--- src/rtl/laser_pulse_pkg.sv ---
// ---------------------------------------------------------------------------
// laser_pulse_pkg
//
// Purpose:
//   Shared definitions for the laser trigger pulse generator.
//   - mode_e: the channel-select encoding taken from control register 0.
//   - Per-mode helper functions that tell a channel whether it is selected
//     and at which cycle offset within the period its pulse starts.
//
// Ports: none (package).
// ---------------------------------------------------------------------------
package laser_pulse_pkg;

  // Number of laser trigger channels driven by the block.
  localparam int unsigned NUM_CH = 3;

  // Channel select encoding. MODE_ALL runs every channel, staggered in time.
  typedef enum logic [1:0] {
    MODE_P1  = 2'd0,
    MODE_P2  = 2'd1,
    MODE_P3  = 2'd2,
    MODE_ALL = 2'd3
  } mode_e;

  // Channel ch (0-based) fires in MODE_ALL, or when the mode names it.
  function automatic logic channel_selected(mode_e mode, int unsigned ch);
    return (mode == MODE_ALL) || ({30'd0, mode} == ch);
  endfunction

  // Start offset of channel ch inside the period. Single-channel modes always
  // fire at phase 0; MODE_ALL spreads the channels by one stagger step each so
  // that their pulses never coincide.
  function automatic int unsigned channel_offset(mode_e mode, int unsigned ch,
                                                 int unsigned stagger);
    return (mode == MODE_ALL) ? ch * stagger : 32'd0;
  endfunction

endpackage

--- src/rtl/laser_pulse_window.sv ---
// ---------------------------------------------------------------------------
// pulse_window
//
// Purpose:
//   One laser trigger channel. Raises its output for PW cycles whenever the
//   shared period counter sits inside [offset, offset + PW), provided the
//   block is enabled and this channel is selected. The output is registered
//   so the laser driver pin sees a clean, glitch-free level.
//
// Ports:
//   clk     in   system clock, rising edge
//   rst     in   synchronous active-high reset
//   en      in   run enable; low forces the output low at the next edge
//   sel     in   channel selected by the active mode
//   cnt     in   current period counter value
//   offset  in   first counter value of this channel's pulse
//   pulse   out  registered trigger output
// ---------------------------------------------------------------------------
module pulse_window #(
  parameter int          CW = 32,
  parameter int unsigned PW = 5
) (
  input  logic          clk,
  input  logic          rst,
  input  logic          en,
  input  logic          sel,
  input  logic [CW-1:0] cnt,
  input  logic [CW-1:0] offset,
  output logic          pulse
);

  logic [CW-1:0] win_end;
  logic          in_window;

  // The window end never overflows: offset + PW stays within PERIOD, which is
  // itself representable in CW bits.
  always_comb begin
    win_end   = offset + CW'(PW);
    in_window = (cnt >= offset) && (cnt < win_end);
  end

  // Registered trigger. Dropping en clears the output on the very next edge,
  // truncating any pulse in flight, which is the safe behaviour for a laser.
  always_ff @(posedge clk) begin
    if (rst) begin
      pulse <= 1'b0;
    end else begin
      pulse <= en & sel & in_window;
    end
  end

endmodule

--- src/rtl/laser_pulse.sv ---
// ---------------------------------------------------------------------------
// laser_pulse
//
// Purpose:
//   Periodic fixed-width trigger pulse generator for the LiDAR transmit path.
//   A free-running period counter (cleared while disabled) drives three
//   pulse_window channels. The active mode is captured into mode_q only while
//   idle or on the last cycle of a period, so mode changes while running take
//   effect cleanly at the next period boundary.
//
// Ports:
//   CLK      in   system clock, rising edge
//   RSTn     in   synchronous active-high reset (name kept for compatibility)
//   EN       in   run enable (control register 0, bit 0)
//   MODE     in   channel select (control register 0, bits 2:1)
//   PULSE_1  out  laser 1 trigger, registered
//   PULSE_2  out  laser 2 trigger, registered
//   PULSE_3  out  laser 3 trigger, registered
// ---------------------------------------------------------------------------
module laser_pulse
  import laser_pulse_pkg::*;
#(
  parameter int unsigned PERIOD  = 100_000,
  parameter int unsigned PW      = 5,
  parameter int unsigned STAGGER = 1_000,
  parameter int          CW      = 32
) (
  input  logic       CLK,
  input  logic       RSTn,
  input  logic       EN,
  input  logic [1:0] MODE,
  output logic       PULSE_1,
  output logic       PULSE_2,
  output logic       PULSE_3
);

  localparam logic [CW-1:0] CNT_LAST = CW'(PERIOD - 1);

  logic [CW-1:0]       cnt;
  logic                wrap;
  mode_e               mode_q;
  logic [CW-1:0]       chan_off [NUM_CH];
  logic [NUM_CH-1:0]   chan_sel;
  logic [NUM_CH-1:0]   pulse_vec;

  assign wrap = (cnt == CNT_LAST);

  // Period counter. Held at zero while disabled so that enabling always
  // starts a fresh period at phase 0 and the first pulse fires immediately.
  always_ff @(posedge CLK) begin
    if (RSTn) begin
      cnt <= '0;
    end else if (!EN) begin
      cnt <= '0;
    end else if (wrap) begin
      cnt <= '0;
    end else begin
      cnt <= cnt + CW'(1);
    end
  end

  // Active mode. Tracks MODE freely while idle; while running it only updates
  // on the wrap cycle so the current period's pattern always completes and no
  // runt or doubled pulse can appear.
  always_ff @(posedge CLK) begin
    if (RSTn) begin
      mode_q <= MODE_P1;
    end else if (!EN || wrap) begin
      mode_q <= mode_e'(MODE);
    end
  end

  // One window per channel; offset and select come from the captured mode.
  for (genvar k = 0; k < NUM_CH; k++) begin : g_chan
    assign chan_sel[k] = channel_selected(mode_q, k);
    assign chan_off[k] = CW'(channel_offset(mode_q, k, STAGGER));

    pulse_window #(
      .CW (CW),
      .PW (PW)
    ) u_window (
      .clk    (CLK),
      .rst    (RSTn),
      .en     (EN),
      .sel    (chan_sel[k]),
      .cnt    (cnt),
      .offset (chan_off[k]),
      .pulse  (pulse_vec[k])
    );
  end

  assign PULSE_1 = pulse_vec[0];
  assign PULSE_2 = pulse_vec[1];
  assign PULSE_3 = pulse_vec[2];

endmodule

--- config.mk ---
export PLATFORM = sky130hd
export DESIGN_NAME = laser_pulse
export DESIGN_NICKNAME = d
export VERILOG_FILES = /design/src/rtl/laser_pulse_pkg.sv /design/src/rtl/laser_pulse_window.sv /design/src/rtl/laser_pulse.sv
export SDC_FILE = /design/constraint.sdc
export NUM_CORES = 1
export LEC_CHECK = 0
export ABC_AREA = 1
export CAP_MARGIN = 15
export CORE_UTILIZATION = 41
export CTS_BUF_LIST = sky130_fd_sc_hd__clkbuf_2 sky130_fd_sc_hd__clkbuf_4 sky130_fd_sc_hd__clkbuf_8
export DETAILED_ROUTE_END_ITERATION = 7
export SLEW_MARGIN = 20
export SYNTH_ARGS = -nofsm -noshare
export SYNTH_HDL_FRONTEND = slang
export SYNTH_HIERARCHICAL = 1
export SYNTH_SLANG_ARGS = --single-unit
--- constraint.sdc ---
create_clock -name CLK -period 4 [get_ports CLK]
set_input_delay 0.8 -clock CLK [delete_from_list [all_inputs] [get_ports CLK]]
set_output_delay 0.8 -clock CLK [all_outputs]
set_load 0.02 [all_outputs]
-- Word-level counts from Yosys, hierarchy flattened
Index checks and enable logic that the tools add are counted.
- bitwise operators: 7
- $add $sub $neg: 3
- equality and inequality tests: 4
- reduce and logical (&&, ||, !) cells: 10
- order comparisons: 6
- multiplexer cells: 2
- operators with widths (cell ; count):
    < comparator 32 bit ; 2
    adder 32 x 1 -> 32 bit, second input constant ; 1
    equality test 32 x 17 -> 1 bit, second input constant ; 1
    >= comparator 32 x 1 -> 1 bit, second input constant ; 1
    >= comparator 32 x 10 -> 1 bit ; 1
    >= comparator 32 x 11 -> 1 bit ; 1
    < comparator 32 x 3 -> 1 bit, second input constant ; 1
    adder 11 x 3 -> 12 bit, second input constant ; 1
    adder 10 x 3 -> 11 bit, second input constant ; 1
    two-way mux 11 bit ; 1
    two-way mux 10 bit ; 1
    AND 1 bit ; 6
    equality test 2 bit, second input constant ; 2
    logical OR 1 bit ; 4
    logical AND 1 bit ; 3
    OR reduction 3 bit ; 1
    equality test 2 x 1 -> 1 bit, second input constant ; 1
    logical NOT 2 bit ; 1
    logical NOT 1 bit ; 1
    NOT 1 bit ; 1
- output and inout port bits: 3
- register bits after elaboration: 37
- bits of input ports: 5
- word-level logic and storage cells: 37

-- Depth between registers and ports, before layout
- depth in word-level cells: 6
- depth in mapped cells: 16
- depth with buffers taken out: 16

-- Modules after synthesis
The synthesis kept the hierarchy.
- by module, submodules not included (module ; instances ; cells each ; seq. area each (sq um) ; area an instance (sq um)):
    pulse_window (g_chan[0].u_window ...) ; 2 ; 384 ; 20.0 ; 2428.6
    pulse_window (g_chan[1].u_window) ; 1 ; 382 ; 20.0 ; 2381.0
    laser_pulse ; 1 ; 315 ; 680.7 ; 1969.4

-- Least setup slack after synthesis
No wires, ideal clock.
- path type: register to register
- start point: reg mode_q[0]
- end point: reg g_chan[2].u_window.pulse
- setup time: 0.064 ns
- cell stages (with the launch flop): 12
- arrival time: 2.740 ns
- path buffers: 0
- data required time: 3.936 ns
- setup slack: 1.196 ns
- clock period less this slack: 2.804 ns
- path through: dfxtp_1 -> ha_1 -> inv_1 -> xor2_1 -> ha_1 -> a21oi_1 -> o21ai_0 -> a21oi_1 -> nand2_1 -> nand2_1 -> nand2_1 -> nor2_1
- RTL lines (element ; line ; text):
    from (decl) ; laser_pulse.sv:41 ; mode_e mode_q;
    from (signal assigned) ; laser_pulse.sv:69 ; mode_q <= mode_e'(MODE);
    to (signal assigned) ; laser_pulse_window.sv:48 ; pulse <= en & sel & in_window;
    to (decl) ; laser_pulse_window.sv:29 ; output logic pulse

-- Worst setup path in the final report
- start point: reg mode_q[0]
- end point: reg g_chan[1].u_window.pulse
- word-level cells in the longest chain between the ends: 6
- elaborated cells between the ends (all ways): 10
- classes of those cells: add/sub (1); order compare (2); eq/ne (2); mux (1); bitwise (2); reduce/logical (2)
- RTL lines (element ; line ; text):
    equality test 2 bit ; laser_pulse_pkg.sv:27, laser_pulse_pkg.sv:35 ;
    two-way mux 10 bit ; laser_pulse_pkg.sv:35 ; return (mode == MODE_ALL) ? ch * stagger : 32'd0;
    adder 10 x 3 -> 11 bit ; laser_pulse_window.sv:38 ; win_end = offset + CW'(PW);
    < comparator 32 bit ; laser_pulse_window.sv:39 ; in_window = (cnt >= offset) && (cnt < win_end);
    logical AND 1 bit ; laser_pulse_window.sv:39 ;
    AND 1 bit * ; laser_pulse_window.sv:48 ;
    to (signal assigned) ; laser_pulse_window.sv:48 ;
    to (decl) ; laser_pulse_window.sv:29 ;
Mark *: on every way between the ends. The rest lies on a longest branch, timed or not.
A chain may end at the register's enable or synchronous reset.

==> flow_summary.html <==
<table>
<tr><th>Metric</th><th>Value</th></tr>
<tr><th colspan="2">Global routing</th></tr>
<tr><td>Global-route layer with the greatest usage</td><td>met2</td></tr>
<tr><td>Pin count of the biggest net entering global routing</td><td>38</td></tr>
<tr><td>Met1 global-route usage</td><td>0.319</td></tr>
<tr><td>Met3 layer usage reported by global route</td><td>0.00913</td></tr>
<tr><td>Overall global routing resource usage</td><td>0.230</td></tr>
<tr><td>Fraction of met2 tracks used by global routing</td><td>0.391</td></tr>
<tr><td>Grt ovf</td><td>0</td></tr>
<tr><td>Number of antenna violations at the first check in global routing</td><td>0</td></tr>
<tr><td>Number of global-route vias before repair</td><td>just over 8,000</td></tr>
<tr><td>Wire length of the first global-routing pass</td><td>~42,000 um</td></tr>
<tr><th colspan="2">Layout</th></tr>
<tr><td>Share of layout cells above drive strength 1</td><td>0.0547</td></tr>
<tr><td>Count of placed standard cells in the final layout, fillers left out</td><td>2,053</td></tr>
<tr><td>Fill cell total of the finished layout</td><td>around 2,400</td></tr>
<tr><td>Synth-to-layout area growth</td><td>17.4%</td></tr>
<tr><td>Final net count</td><td>roughly 2,000</td></tr>
<tr><td>Number of antenna cells inserted</td><td>0</td></tr>
<tr><th colspan="2">Routing</th></tr>
<tr><td>Detailed-routing iteration count for the pre-antenna-repair pass</td><td>6</td></tr>
<tr><td>DR vias</td><td>between 9,000 and 10,000</td></tr>
<tr><td>Number of vias per cell</td><td>between 4 and 5</td></tr>
<tr><td>Residual DRC count</td><td>0</td></tr>
<tr><td>Number of antenna-violating nets in the routed design</td><td>0</td></tr>
<tr><td>Number of design-rule violations left by the first detailed-router iteration</td><td>466</td></tr>
<tr><td>Post-Route WL</td><td>between 20,000 and 30,000 um</td></tr>
<tr><td>Detailed-route wire length per cell</td><td>between 10 and 15 um</td></tr>
<tr><th colspan="2">Clocking</th></tr>
<tr><td>H-tree depth</td><td>2</td></tr>
<tr><td>Number of setup buffers added after CTS</td><td>0</td></tr>
<tr><td>Number of gates given a new drive strength after cts</td><td>0</td></tr>
<tr><td>Clock buffers created by TritonCTS</td><td>5</td></tr>
<tr><td>CTS tree</td><td>built</td></tr>
<tr><td>Clock slew seen by the registers of the worst setup and hold paths</td><td>roughly 80 ps</td></tr>
<tr><td>Longest Clk Path Bufs</td><td>2</td></tr>
<tr><td>Clock Tree Root</td><td>sky130_fd_sc_hd__clkbuf_8</td></tr>
<tr><td># clock sinks</td><td>37</td></tr>
<tr><td>Number of hold buffers added after cts</td><td>0</td></tr>
<tr><td>Clock latency on the worst-skew pair</td><td>between 300 and 400 ps</td></tr>
<tr><th colspan="2">Place</th></tr>
<tr><td>Placer's final routability congestion estimate</td><td>roughly 0.90</td></tr>
<tr><td>Place WS</td><td>between 1500 and 2000 ps</td></tr>
<tr><td>Number of I/O port buffers</td><td>7</td></tr>
<tr><td>Detailed placer's ending HPWL</td><td>around 21,000 um</td></tr>
<tr><td>Cell Count Post-Placement</td><td>approximately 2,000</td></tr>
<tr><th colspan="2">Power and ir drop</th></tr>
<tr><td>Power density over cell area</td><td>approximately 95 nW/um2</td></tr>
<tr><td>Final total power</td><td>1.02 mW</td></tr>
<tr><td>Reported leakage power</td><td>around 5.2 nW</td></tr>
<tr><td>Worst IR Drop VDD</td><td>approximately 0.11 mV</td></tr>
<tr><th colspan="2">Die</th></tr>
<tr><td>Die Area</td><td>between 20,000 and 25,000 um2</td></tr>
<tr><td>Floorplan Core Area</td><td>around 22,000 um2</td></tr>
<tr><td>DIE HEIGHT</td><td>152 um</td></tr>
<tr><td>Initial cell density of the core</td><td>0.421</td></tr>
<tr><td>Die width</td><td>between 150 and 200 um</td></tr>
<tr><td>IO Pins</td><td>8</td></tr>
<tr><td>Site Rows</td><td>54</td></tr>
<tr><th colspan="2">Worst setup path</th></tr>
<tr><td>Required time of the critical path</td><td>between 4000 and 5000 ps</td></tr>
<tr><td>Number of logic stages on the critical path including buffering</td><td>12</td></tr>
<tr><td>Setup crit end kind</td><td>flop</td></tr>
<tr><td>Kind of cell with the highest combined delay on the critical path</td><td>adder cells</td></tr>
<tr><td>Class of the most critical setup path</td><td>flop to flop</td></tr>
<tr><td>Number of buffer and inverter stages on the critical path</td><td>1</td></tr>
<tr><td>Critical register-to-register path startpoint</td><td>mode_q[0]</td></tr>
<tr><td>Reg2reg setup slack</td><td>around 1500 ps</td></tr>
<tr><td>Data arrival time of the worst path</td><td>roughly 2700 ps</td></tr>
<tr><td>Reg2Reg Depth</td><td>12</td></tr>
<tr><td>Sequence of cells on the critical path</td><td>ha_2 &gt; buf_4 &gt; xor2_1 &gt; ha_1 &gt; a21oi_1 &gt; o21a_1 &gt; nand2_1 &gt; nand2_1 &gt; nand2_1 &gt; nand2_1 &gt; nand2_1 &gt; nor2_1</td></tr>
<tr><td>CP max-delay cell</td><td>sky130_fd_sc_hd__ha_2</td></tr>
<tr><td>Capture instance of the worst register-to-register path</td><td>g_chan[1].u_window/pulse</td></tr>
<tr><td>Cell mode on critical path</td><td>sky130_fd_sc_hd__nand2_1</td></tr>
<tr><td>Maximum fanout along the worst path</td><td>37</td></tr>
<tr><td>Startpoint class of the critical path</td><td>flop</td></tr>
<tr><td>CP peak stage delay</td><td>720 ps</td></tr>
<tr><th colspan="2">STA</th></tr>
<tr><td>Relative slew slack</td><td>0.464</td></tr>
<tr><td>Least-Margin Pin Slew</td><td>804 ps</td></tr>
<tr><td>Final hold slack</td><td>around 630 ps</td></tr>
<tr><td>Max-slew violation count</td><td>0</td></tr>
<tr><td>Total negative slack</td><td>0 ps</td></tr>
<tr><td>RSZ-0062 raised after global routing</td><td>false</td></tr>
<tr><td>Max Clock Freq</td><td>approximately 400 MHz</td></tr>
<tr><td>Count of endpoints failing setup in the final report</td><td>0</td></tr>
<tr><td>Post-route worst setup slack</td><td>roughly 1500 ps</td></tr>
<tr><td>Final number of hold-violating endpoints</td><td>0</td></tr>
<tr><td>Clk_skew</td><td>roughly 14 ps</td></tr>
<tr><td>Post-route minimum period</td><td>around 2500 ps</td></tr>
<tr><td>Post-route clock period utilization</td><td>0.624</td></tr>
<tr><th colspan="2">Yosys</th></tr>
<tr><td>Synth top cells by count</td><td>sky130_fd_sc_hd__nand2_1, sky130_fd_sc_hd__ha_1, sky130_fd_sc_hd__inv_1</td></tr>
<tr><td>Asr flop ratio synth</td><td>0</td></tr>
<tr><td>Cell area after technology mapping</td><td>9210 um2</td></tr>
<tr><td>Largest cells by area after synthesis</td><td>sky130_fd_sc_hd__ha_1, sky130_fd_sc_hd__nand2_1, sky130_fd_sc_hd__xor2_1</td></tr>
<tr><td>Per-instance average area after synthesis</td><td>between 6 and 7 um2</td></tr>
<tr><td>Sequential fraction of the synthesis area</td><td>0.0804</td></tr>
<tr><td>Synthesis-stage register bit count</td><td>37</td></tr>
<tr><td>Count of synthesis-stage warnings from yosys</td><td>6</td></tr>
<tr><td>Most used DFF post-synth</td><td>sky130_fd_sc_hd__dfxtp_1</td></tr>
<tr><td>Library cells used by synthesis</td><td>35</td></tr>
<tr><td>Most instantiated library cell after synthesis</td><td>sky130_fd_sc_hd__nand2_1</td></tr>
<tr><td>Number of enable flip-flop cells after synthesis</td><td>0</td></tr>
<tr><td>Share of the synthesized area in the top cell type</td><td>0.270</td></tr>
<tr><td>Post-synth top area cell</td><td>sky130_fd_sc_hd__ha_1</td></tr>
<tr><td>Mapped Cells</td><td>about 1,500</td></tr>
<tr><th colspan="2">Hold path</th></tr>
<tr><td>Hold-critical path endpoint</td><td>mode_q[1]</td></tr>
<tr><td>Tightest Hold Check Type</td><td>flop to flop</td></tr>
<tr><td>Worst hold path depth</td><td>4</td></tr>
<tr><td>Hold wc startpoint</td><td>mode_q[1]</td></tr>
<tr><th colspan="2">Run status</th></tr>
<tr><td>Run status</td><td>complete, no violations</td></tr>
<tr><th colspan="2">Run</th></tr>
<tr><td>Maximum Capacitance Violations</td><td>0</td></tr>
</table>
[per-layer routing]
metal	part of all wire	up-vias
met5	0	-
met4	0.019	0
met3	0.020	24
met2	0.45	113
met1	0.51	3866
li1	-	5119
[worst register-to-register path, cell delays in order, from the launching register on]
cell	delay, ps
sky130_fd_sc_hd__dfxtp_1	360
sky130_fd_sc_hd__ha_2	720
sky130_fd_sc_hd__buf_4	340
sky130_fd_sc_hd__xor2_1	110
sky130_fd_sc_hd__ha_1	300
sky130_fd_sc_hd__a21oi_1	140
sky130_fd_sc_hd__o21a_1	120
sky130_fd_sc_hd__nand2_1	50
sky130_fd_sc_hd__nand2_1	50
sky130_fd_sc_hd__nand2_1	40
sky130_fd_sc_hd__nand2_1	50
sky130_fd_sc_hd__nand2_1	40
sky130_fd_sc_hd__nor2_1	100
[layout make-up]
type                       count  area [um2]  share of cell area
timing repair buffer           8        77.6             0.00718
clock buffer                   5        68.8             0.00637
sequential                    37         741              0.0685
clock inverter                 3        25.0             0.00232
tap                          280         350              0.0324
multi-input combinational   1515        8770               0.812
inverter                     205         769              0.0712
[report_power, final]
| part | internal, mW | total [mW] | switching (mW) |
|---|---|---|---|
| combinational | 0.117 | 0.356 | 0.239 |
| sequential | 0.370 | 0.376 | 0.00516 |
| clock | 0.126 | 0.292 | 0.166 |
| total | 0.614 | 1.02 | 0.410 |
[flip-flops by register name (all words and copies together), names as in the netlist]
register	flops
cnt	32
g_chan.u_window/pulse	3
mode_q	2
[cells by family (layout without fill, tap and decap cells)]
logic type                 after synthesis  in the layout  share of synthesized area
other                                    1            296                   0.000407
and+or+nand+nor                        785            785                      0.387
AOI/OAI and AO/OA                      140            140                     0.0842
adders and majority gates              199            199                      0.270
DFF                                     37             37                     0.0804
buffers and inverters                  208            221                     0.0872
xor gates and xnor gates                95             95                     0.0904
[worst max-delay path by stage]
stage,startpoint,endpoint,slack (ps)
floorplan,mode_q[0],g_chan[2].u_window/pulse,1200
global placement,mode_q[0],g_chan[1].u_window/pulse,1550
detailed placement,mode_q[0],g_chan[1].u_window/pulse,1520
CTS,mode_q[0],g_chan[1].u_window/pulse,1490
global route,mode_q[1],g_chan[1].u_window/pulse,1260
finish,mode_q[0],g_chan[1].u_window/pulse,1500
[cell usage in the layout, fill, tap and decap left out, drive strengths merged, types with 7 or more instances in the layout]
cell type / n
nand2: 426
conb: 296
inv: 206
ha: 199
nor2: 190
a21oi: 98
xor2: 89
nor3: 58
nand4: 46
nand3: 44
dfxtp: 37
o21ai: 24
o21a: 9
nor4: 9
clkdlybuf4s50: 7
[stage by stage]
step | area [um2] | util
6_report | 10800 | 0.494
3_5_place_dp | 10700 | 0.489
5_1_grt | 10800 | 0.494
2_1_floorplan | 10300 | -
4_1_cts | 10800 | 0.494
3_3_place_gp | 10700 | 0.489
(Power assumes the default switching activity.)
